`src/rtl/alu4_pkg.sv`:
```
// Shared definitions for the 4-bit ALU and its handshaked execution wrapper.
// Latency: n/a (types and constants only).
// Backpressure: n/a.
//
// Contents: opcode constants and the packed response record stored per FIFO entry.
package alu4_pkg;

  localparam logic [2:0] OP_NOTA = 3'b000;
  localparam logic [2:0] OP_NOTB = 3'b001;
  localparam logic [2:0] OP_AND  = 3'b010;
  localparam logic [2:0] OP_OR   = 3'b011;
  localparam logic [2:0] OP_XOR  = 3'b100;
  localparam logic [2:0] OP_XNOR = 3'b101;
  localparam logic [2:0] OP_ADD  = 3'b110;
  localparam logic [2:0] OP_SUB  = 3'b111;

  // One queued response: result nibble followed by carry, negative, zero, overflow.
  typedef struct packed {
    logic [3:0] result;
    logic       c;
    logic       n;
    logic       z;
    logic       v;
  } rsp_t;

endpackage

```
`src/rtl/alu4.sv`:
```
// Purpose: combinational 4-bit ALU producing result and c/n/z/v flags.
// Latency: zero cycles (purely combinational).
// Backpressure: none; output follows the inputs continuously.
//
// Ports:
//   i_op      opcode (see alu4_pkg)
//   i_a, i_b  4-bit operands
//   o_result  4-bit result
//   o_c/o_n/o_z/o_v  carry, negative, zero, signed-overflow flags
module alu4
  import alu4_pkg::*;
(
  input  logic [2:0] i_op,
  input  logic [3:0] i_a,
  input  logic [3:0] i_b,
  output logic [3:0] o_result,
  output logic       o_c,
  output logic       o_n,
  output logic       o_z,
  output logic       o_v
);

  logic [4:0] w_sum;
  logic [4:0] w_dif;

  assign w_sum = {1'b0, i_a} + {1'b0, i_b};
  // Subtraction as a + ~b + 1 so the carry out means "no borrow".
  assign w_dif = {1'b0, i_a} + {1'b0, ~i_b} + 5'd1;

  always_comb begin
    o_result = '0;
    o_c      = 1'b0;
    o_v      = 1'b0;
    case (i_op)
      OP_NOTA: o_result = ~i_a;
      OP_NOTB: o_result = ~i_b;
      OP_AND:  o_result = i_a & i_b;
      OP_OR:   o_result = i_a | i_b;
      OP_XOR:  o_result = i_a ^ i_b;
      OP_XNOR: o_result = ~(i_a ^ i_b);
      OP_ADD: begin
        {o_c, o_result} = w_sum;
        o_v = (i_a[3] == i_b[3]) && (w_sum[3] != i_a[3]);
      end
      OP_SUB: begin
        {o_c, o_result} = w_dif;
        o_v = (i_a[3] != i_b[3]) && (w_dif[3] != i_a[3]);
      end
      default: o_result = '0;
    endcase
  end

  assign o_n = o_result[3];
  assign o_z = (o_result == 4'd0);

endmodule

```
`src/rtl/alu4_exec_unit.sv`:
```
// Purpose: valid/ready execution wrapper around alu4 with an in-order response FIFO.
// Latency: request accepted at edge k into an empty FIFO is visible on rsp_* in cycle k+1.
// Backpressure: req_ready = (count < DEPTH) from registered count only; no path from rsp_ready.
//
// Ports:
//   clk, reset_n                  clock, async active-low reset
//   req_valid/req_ready           request handshake; req_op/req_a/req_b sampled on accept
//   rsp_valid/rsp_ready           response handshake; rsp_result/c/n/z/v show FIFO head
//   op_count                      accepted-request counter, wraps modulo 2^CNT_W
//   ovf_sticky                    set by any accepted ADD/SUB with v=1, cleared by reset
module alu4_exec_unit
  import alu4_pkg::*;
#(
  parameter int DEPTH = 2,
  parameter int CNT_W = 8
) (
  input  logic             clk,
  input  logic             reset_n,
  input  logic             req_valid,
  output logic             req_ready,
  input  logic [2:0]       req_op,
  input  logic [3:0]       req_a,
  input  logic [3:0]       req_b,
  output logic             rsp_valid,
  input  logic             rsp_ready,
  output logic [3:0]       rsp_result,
  output logic             rsp_c,
  output logic             rsp_n,
  output logic             rsp_z,
  output logic             rsp_v,
  output logic [CNT_W-1:0] op_count,
  output logic             ovf_sticky
);

  localparam int             PTR_W   = (DEPTH > 1) ? $clog2(DEPTH) : 1;
  localparam logic [PTR_W:0] DEPTH_C = (PTR_W + 1)'(DEPTH);

  rsp_t             r_mem [DEPTH];
  logic [PTR_W-1:0] r_wr_ptr;
  logic [PTR_W-1:0] r_rd_ptr;
  logic [PTR_W:0]   r_count;
  logic [CNT_W-1:0] r_op_count;
  logic             r_ovf_sticky;

  rsp_t             w_alu_rsp;
  rsp_t             w_head;
  logic             w_push;
  logic             w_pop;
  logic             w_is_arith;

  alu4 u_alu4 (
    .i_op     (req_op),
    .i_a      (req_a),
    .i_b      (req_b),
    .o_result (w_alu_rsp.result),
    .o_c      (w_alu_rsp.c),
    .o_n      (w_alu_rsp.n),
    .o_z      (w_alu_rsp.z),
    .o_v      (w_alu_rsp.v)
  );

  assign req_ready  = (r_count < DEPTH_C);
  assign rsp_valid  = (r_count != '0);
  assign w_push     = req_valid && req_ready;
  assign w_pop      = rsp_valid && rsp_ready;
  assign w_is_arith = (req_op == OP_ADD) || (req_op == OP_SUB);

  // Storage is not reset; an empty FIFO forces the outputs to zero so stale
  // entries left behind by a reset are never visible.
  assign w_head     = rsp_valid ? r_mem[r_rd_ptr] : '0;
  assign rsp_result = w_head.result;
  assign rsp_c      = w_head.c;
  assign rsp_n      = w_head.n;
  assign rsp_z      = w_head.z;
  assign rsp_v      = w_head.v;

  assign op_count   = r_op_count;
  assign ovf_sticky = r_ovf_sticky;

  always_ff @(posedge clk) begin
    if (w_push) begin
      r_mem[r_wr_ptr] <= w_alu_rsp;
    end
  end

  // DEPTH is a power of two, so pointers wrap naturally at PTR_W bits.
  always_ff @(posedge clk or negedge reset_n) begin
    if (!reset_n) begin
      r_wr_ptr     <= '0;
      r_rd_ptr     <= '0;
      r_count      <= '0;
      r_op_count   <= '0;
      r_ovf_sticky <= 1'b0;
    end else begin
      if (w_push) begin
        r_wr_ptr   <= r_wr_ptr + PTR_W'(1);
        r_op_count <= r_op_count + CNT_W'(1);
        if (w_is_arith && w_alu_rsp.v) begin
          r_ovf_sticky <= 1'b1;
        end
      end
      if (w_pop) begin
        r_rd_ptr <= r_rd_ptr + PTR_W'(1);
      end
      case ({w_push, w_pop})
        2'b10:   r_count <= r_count + (PTR_W + 1)'(1);
        2'b01:   r_count <= r_count - (PTR_W + 1)'(1);
        default: r_count <= r_count;
      endcase
    end
  end

endmodule

```
`config.mk`:
```
export PLATFORM = sky130hd
export DESIGN_NAME = alu4_exec_unit
export DESIGN_NICKNAME = d
export VERILOG_FILES = /design/src/rtl/alu4_pkg.sv /design/src/rtl/alu4.sv /design/src/rtl/alu4_exec_unit.sv
export SDC_FILE = /design/constraint.sdc
export NUM_CORES = 1
export LEC_CHECK = 0
export CAP_MARGIN = 20
export CORE_UTILIZATION = 56
export CTS_BUF_LIST = sky130_fd_sc_hd__clkbuf_16
export CTS_CLUSTER_SIZE = 8
export DETAILED_ROUTE_END_ITERATION = 8
export HOLD_SLACK_MARGIN = 0.06
export PLACE_DENSITY = 0.95
export SLEW_MARGIN = 0
export SYNTH_ARGS = -nofsm -noshare
export SYNTH_HDL_FRONTEND = slang
export SYNTH_SLANG_ARGS = --single-unit
export TNS_END_PERCENT = 100
```
`constraint.sdc`:
```
create_clock -name clk -period 2.5 [get_ports clk]
set_input_delay 0.375 -clock clk [delete_from_list [all_inputs] [get_ports clk]]
set_output_delay 0.375 -clock clk [all_outputs]
set_load 0.05 [all_outputs]
```
Word level (Yosys, flattened, before mapping):

Memories as Yosys holds them, arrays and structs flattened.
Cells that the tools add are included.

* add/sub/neg operators: 8
* multiply operators: 0
* divide/modulo/power cells: 0
* $lt $le $gt $ge: 1
* eq/ne operators: 13
* shift operators: 0
* muxes and demuxes: 7
* bitwise logic cells: 6
* reduce and logical (&&, ||, !) cells: 11

Operators with widths (count)
* one-hot mux 4 bit (8 select lines): 1
* == test 3 bit (second input constant): 4
* inverter 4 bit: 3
* adder 4 x 4 -> 5 bit: 2
* adder 8 x 1 -> 8 bit (second input constant): 1
* two-way mux 8 bit: 1
* == test 3 x 2 -> 1 bit (second input constant): 2
* adder 5 x 1 -> 5 bit (second input constant): 1
* logical AND 1 bit: 5
* bitwise AND 4 bit: 1
* logical NOT 4 bit: 1
* OR 4 bit: 1
* one-hot mux 1 bit (2 select lines): 2
* one-hot mux 2 bit (2 select lines): 1
* nonzero test 2 bit: 2
* bitwise XOR 4 bit: 1
* == test 3 x 1 -> 1 bit (second input constant): 1
* logical NOT 3 bit: 1
* != test 1 bit: 3
* adder 1 bit (second input constant): 2
* adder 2 x 1 -> 2 bit (second input constant): 1
* == test 2 x 1 -> 1 bit (second input constant): 1
* == test 2 bit (second input constant): 1
* less-than comparator 2 bit (second input constant): 1
* other kinds (5): 6

* flip-flop bits (word level): 13
* latch bits: 0
* RAM bits: 16
* memory bits (read-only): 0
* input bits: 15
* output and inout bits: 19
* logic and storage cells: 52
* memories kept: 1

Memory list
* r_mem: words 2, width 8, read ports 1, clocked after memory_dff 0, wr ports 1, RTL line alu4_exec_unit.sv:38 `rsp_t r_mem [DEPTH];`

Depth between registers and ports, before layout:

* depth in word-level cells: 8
* depth in mapped cells: 9
* gate-level depth less buffers: 9

Modules after synthesis:

Synthesis repeated with hierarchy kept, for this count alone.

* cells, all modules: 179
* area, all modules: 1898.1 µm²

Modules (own cells, without submodules)
* alu4_exec_unit: times used 1, cells each 80, area each 1172.4 µm², sequential area each 805.8 µm²
* alu4: times used 1, cells each 99, area each 725.7 µm², sequential area each 0.0 µm²

Worst setup path after synthesis:

OpenSTA, ideal clock, no wires.

* kind: input to register
* start point: in req_a[0]
* end point: mem r_mem[0][1] in the netlist's numbering (data pin)
* setup time: 276 ps
* arrival time: 1933 ps
* required time: 2224 ps
* slack: 291 ps
* cell stages on the path: 8
* buffers on the path: 0
* cells stage by stage: inv_1 -> ha_1 -> inv_1 -> fa_1 -> inv_1 -> mux4_2 -> a211oi_2 -> a2111oi_2

* longest elaborated chain between the ends: 4
* elaborated cells between the ends (all ways): 10
* classes of those cells: 3 x add/sub; 1 x mux; 5 x bitwise; 1 x reduce/logical

RTL lines
* from (decl): RTL line alu4_exec_unit.sv:22 `input logic [3:0] req_a,`
* adder 4 x 4 -> 5 bit: RTL line alu4.sv:28 `assign w_dif = {1'b0, i_a} + {1'b0, ~i_b} + 5'd1;`
* adder 5 x 1 -> 5 bit: RTL line alu4.sv:28
* one-hot mux 4 bit (8 select lines) *: RTL line alu4.sv:34 `case (i_op)`
* via u_alu4.o_result[1]: RTL line alu4.sv:16 `output logic [3:0] o_result,`
* logical NOT 4 bit *: RTL line alu4.sv:54 `assign o_z = (o_result == 4'd0);`
* via u_alu4.o_z: RTL line alu4.sv:19 `output logic o_z,`
* to (decl): RTL line alu4_exec_unit.sv:38

Mark *: on every way through the listed nets, which the timed path passes. The rest lies on a longest branch.

Worst setup path in the final report:

* start point: in req_a[1]
* end point: mem r_mem[1][1] in the netlist's numbering (data pin)

* longest elaborated chain between the ends: 4
* elaborated cells between the ends (all ways): 10
* classes of those cells: 3 x add/sub; 1 x mux; 5 x bitwise; 1 x reduce/logical

RTL lines (RTL line)
* adder 4 x 4 -> 5 bit or bitwise XOR 4 bit (tied branches): alu4.sv:28, alu4.sv:39, alu4.sv:40
* adder 5 x 1 -> 5 bit or inverter 4 bit (tied branches): alu4.sv:28, alu4.sv:40
* one-hot mux 4 bit (8 select lines) *: alu4.sv:34
* via u_alu4.o_result[1]: alu4.sv:16
* logical NOT 4 bit *: alu4.sv:54
* via u_alu4.o_z: alu4.sv:19

Marks and branches as above.

==> metrics.md <==
| Metric | Value |
|---|---|
| Psw | `1040 uW` |
| Met2 routed WL | `2.11 mm` |
| Nets@finish | `259` |
| Die Y-Extent | `58.9 um` |
| H-tree depth | `1` |
| Comb power frac | `53.9%` |
| Slowest CP cell | `fa_1` |
| Iter 0 DRT Violations | `52` |
| Worst hold margin | `0.482 ns` |
| WP data required | `2.49 ns` |
| DP Wirelength | `2.97 mm` |
| Synthesized Nets | `207` |
| Clk pwr share | `15.0%` |
| Total power | `2320 uW` |
| DR vias/cell | `5.36` |
| Post-synthesis cell count | `176` |
| Sequential share of the synthesized area | `41.1%` |
| Clock sink count | `27` |
| Post-synth EDFFs | `14` |
| Max Cap Viol | `0` |
| Hold crit path type | `in2async` |
| Number of CTS-inserted buffers | `3` |
| Pwr/cell area | `959 nW/um^2` |
| Status | `completed` |
| Fin. Hold Viols | `0` |
| GRT Util Overall | `24.5%` |
| Max Freq | `410 MHz` |
| Setup violators final | `0` |
| Largest net degree at the start of global routing | `15` |
| Maximum vdd drop | `891 uV` |
| Critical path class | `in2reg` |
| Crit path time final | `2.44 ns` |
| Clk Latency, worst-skew pair | `0.26 ns` |
| Critical path buffer and inverter count | `3` |
| ANT nets after route | `0` |
| Met3 Routed Length | `182 um` |
| Internal power | `1280 uW` |
| Critical path peak fanout | `3` |
| Final Wtd Congestion | `0.895` |
| Worst clock skew | `0.00206 ns` |
| Flop pwr share | `31.1%` |
| Cell Area, Synth | `1810 um^2` |
| Yosys warnings | `0` |
| DP Worst Slack | `-0.268 ns` |
| Drt drc | `0` |
| Synth cell types | `41` |
| Area Overhead vs Synth | `33.5%` |
| Synth Flop Type | `edfxtp_1` |
| Routed vias | `1453` |
| Most frequent cells in the layout | `clkdlybuf4s50_1, buf_4, inv_1, nor2_1, edfxtp_1` |
| Clock buffer depth | `2` |
| Seq cells post-synth | `27` |
| CP cell instances | `clkdlybuf4s50_1 -> buf_4 -> fa_1 -> inv_1 -> mux4_2 -> a211oi_4 -> a2111oi_4` |
| Worst R2R Setup Slack | `0.80 ns` |
| Detailed Route WL | `3.99 mm` |
| Critical path's top delay family | `buffers and inverters` |
| Global-route wire length before repair | `6.17 mm` |
| Commonest non-fill, non-tap cell in the layout | `clkdlybuf4s50_1` |
| Number of diodes | `0` |
| Critical Path Max Stage Delay | `0.52 ns` |
| Initial core utilization | `59.4%` |
| Post-Syn Area per Cell | `10.3 um^2` |
| Switching part of the total power | `44.9%` |
| Post-route insts no fill | `271` |
| Critical Path AT | `2.43 ns` |
| Normalized max-slew margin | `61.6%` |
| DR WL/cell | `14.7 um` |
| Total grt overflow | `0` |
| Die Wd | `58.9 um` |
| Initial antenna violation count | `0` |
| CP Capture Type | `register` |
| Pre-antenna DRT Iters | `4` |
| Num rows | `20` |
| CTS clock-pin slew for the worst setup and hold paths | `0.06 ns` |
| Vias in the first global route | `1438` |
| Full die area | `3470 um^2` |
| Wl on met1 | `1.55 mm` |
| Share of cells above drive strength 1 | `15.0%` |
| IO buf count | `33` |
| Core ar. | `3050 um^2` |
| Max-slew violations | `0` |
| CTS tree | `yes` |
| Dpl cells | `267` |
| Startpoint Class | `input port` |
| Worst Setup Slack, final | `0.0614 ns` |
| Leak | `0.00109 uW` |
| Max layer used | `met4` |
| Clock root cell | `clkbuf_16` |
| # IOs | `34` |
| Asr flop ratio synth | `48.1%` |
| Final period utilization | `97.5%` |
| Slew @ Worst Pin | `0.574 ns` |
metal layers:
layer  up-vias  global-route usage [%]
met1       675                    27.9
met2        61                    45.1
met4         0                    14.6
li1        704                       -
met5         -                       0
met3        13                    1.10
worst reg2reg max path, delay by kind of cell, from the launching register on:
family                     cells  cell delay (ns)
xor gates and xnor gates       1             0.13
adders and majority gates      1             0.34
DFF                            1             0.41
and+or+nand+nor                3             0.74
synthesized netlist by cell type, types with 3 or more instances:
| master | count | area (um^2) |
|---|---|---|
| inv_1 | 20 | 75.1 |
| mux2i_1 | 9 | 90.1 |
| a31oi_1 | 3 | 18.8 |
| dfrtp_1 | 13 | 325 |
| nand3_1 | 4 | 20.0 |
| nor2b_1 | 3 | 18.8 |
| a21oi_1 | 7 | 35.0 |
| edfxtp_1 | 14 | 420 |
| nor2_1 | 18 | 67.6 |
| ha_1 | 14 | 175 |
| o21ai_0 | 5 | 25.0 |
| xnor2_1 | 11 | 96.3 |
| nor3b_1 | 4 | 30.0 |
| xor2_1 | 5 | 43.8 |
| nand4_1 | 3 | 18.8 |
| nand2_1 | 11 | 41.3 |
| buf_4 | 3 | 22.5 |
power by group through the flow:
stage / Combinational [uW] / Sequential, uW / Clock (uW)
2_1_floorplan: 744 / 819 / 0
3_3_place_gp: 1210 / 717 / 0
3_5_place_dp: 1230 / 727 / 0
4_1_cts: 1240 / 720 / 349
5_1_grt: 1320 / 733 / 371
6_report: 1250 / 723 / 349
per-stage QoR:
step	setup TNS, ns	util [%]	area (um^2)
floorplan	0	-	1810
global placement	-0.685	75.7	2310
detailed placement	-0.913	75.7	2310
CTS	0	78.2	2390
global route	-0.0455	79.3	2420
finish	0	79.3	2420
layout make-up:
class                           count  area (um^2)
Sequential cell                    27          746
Timing Repair Buffer               54          493
Multi-Input combinational cell    121          971
Clock inverter                      1         3.75
Tap cell                           44         55.1
Inverter                           21         78.8
Clock buffer                        3         75.1
Fill cell                         189          631
logic make-up after synthesis:
kind of cell | Yosys count | synth area share, %
multiplexers | 11 | 7.66
buffers and inverters | 28 | 6.96
flip-flops | 27 | 41.1
adder cells (fa/ha/maj) | 16 | 11.9
AO/OA/AOI/OAI | 30 | 11.9
XOR/XNOR | 16 | 7.72
AND/OR/NAND/NOR | 48 | 12.8
flip-flops by register name, summed over array words and instances, names as in the netlist:
register and count:
ovf_sticky 1, op_count 8, r_rd_ptr 1, r_mem 14
r_wr_ptr 1, r_count 2
final timing paths:
kind,start,endpoint,depth (start not counted)
worst max-delay path,req_a[1],r_mem[1][1]$_DFFE_PP_,7
worst min-delay path,reset_n,r_wr_ptr$_DFFE_PN0P_,1
worst max register to register,r_count[0]$_DFFE_PN0P_,r_count[1]$_DFFE_PN0P_,5
worst min register to register,ovf_sticky$_DFFE_PN0P_,ovf_sticky$_DFFE_PN0P_,2
max in group asynchronous,reset_n,op_count[6]$_DFFE_PN0P_,1
min in group clk,ovf_sticky$_DFFE_PN0P_,ovf_sticky$_DFFE_PN0P_,2
what timing repair did:
item                                    in CTS  in global routing
hold endpoints to repair                     0                  0
gates resized for setup                      0                  7
pin swaps                                    1                  1
endpoints found under the setup margin       2                  2
setup buffers                                0                  0
hold buffers                                 0                  0
(Power assumes the default switching activity.)
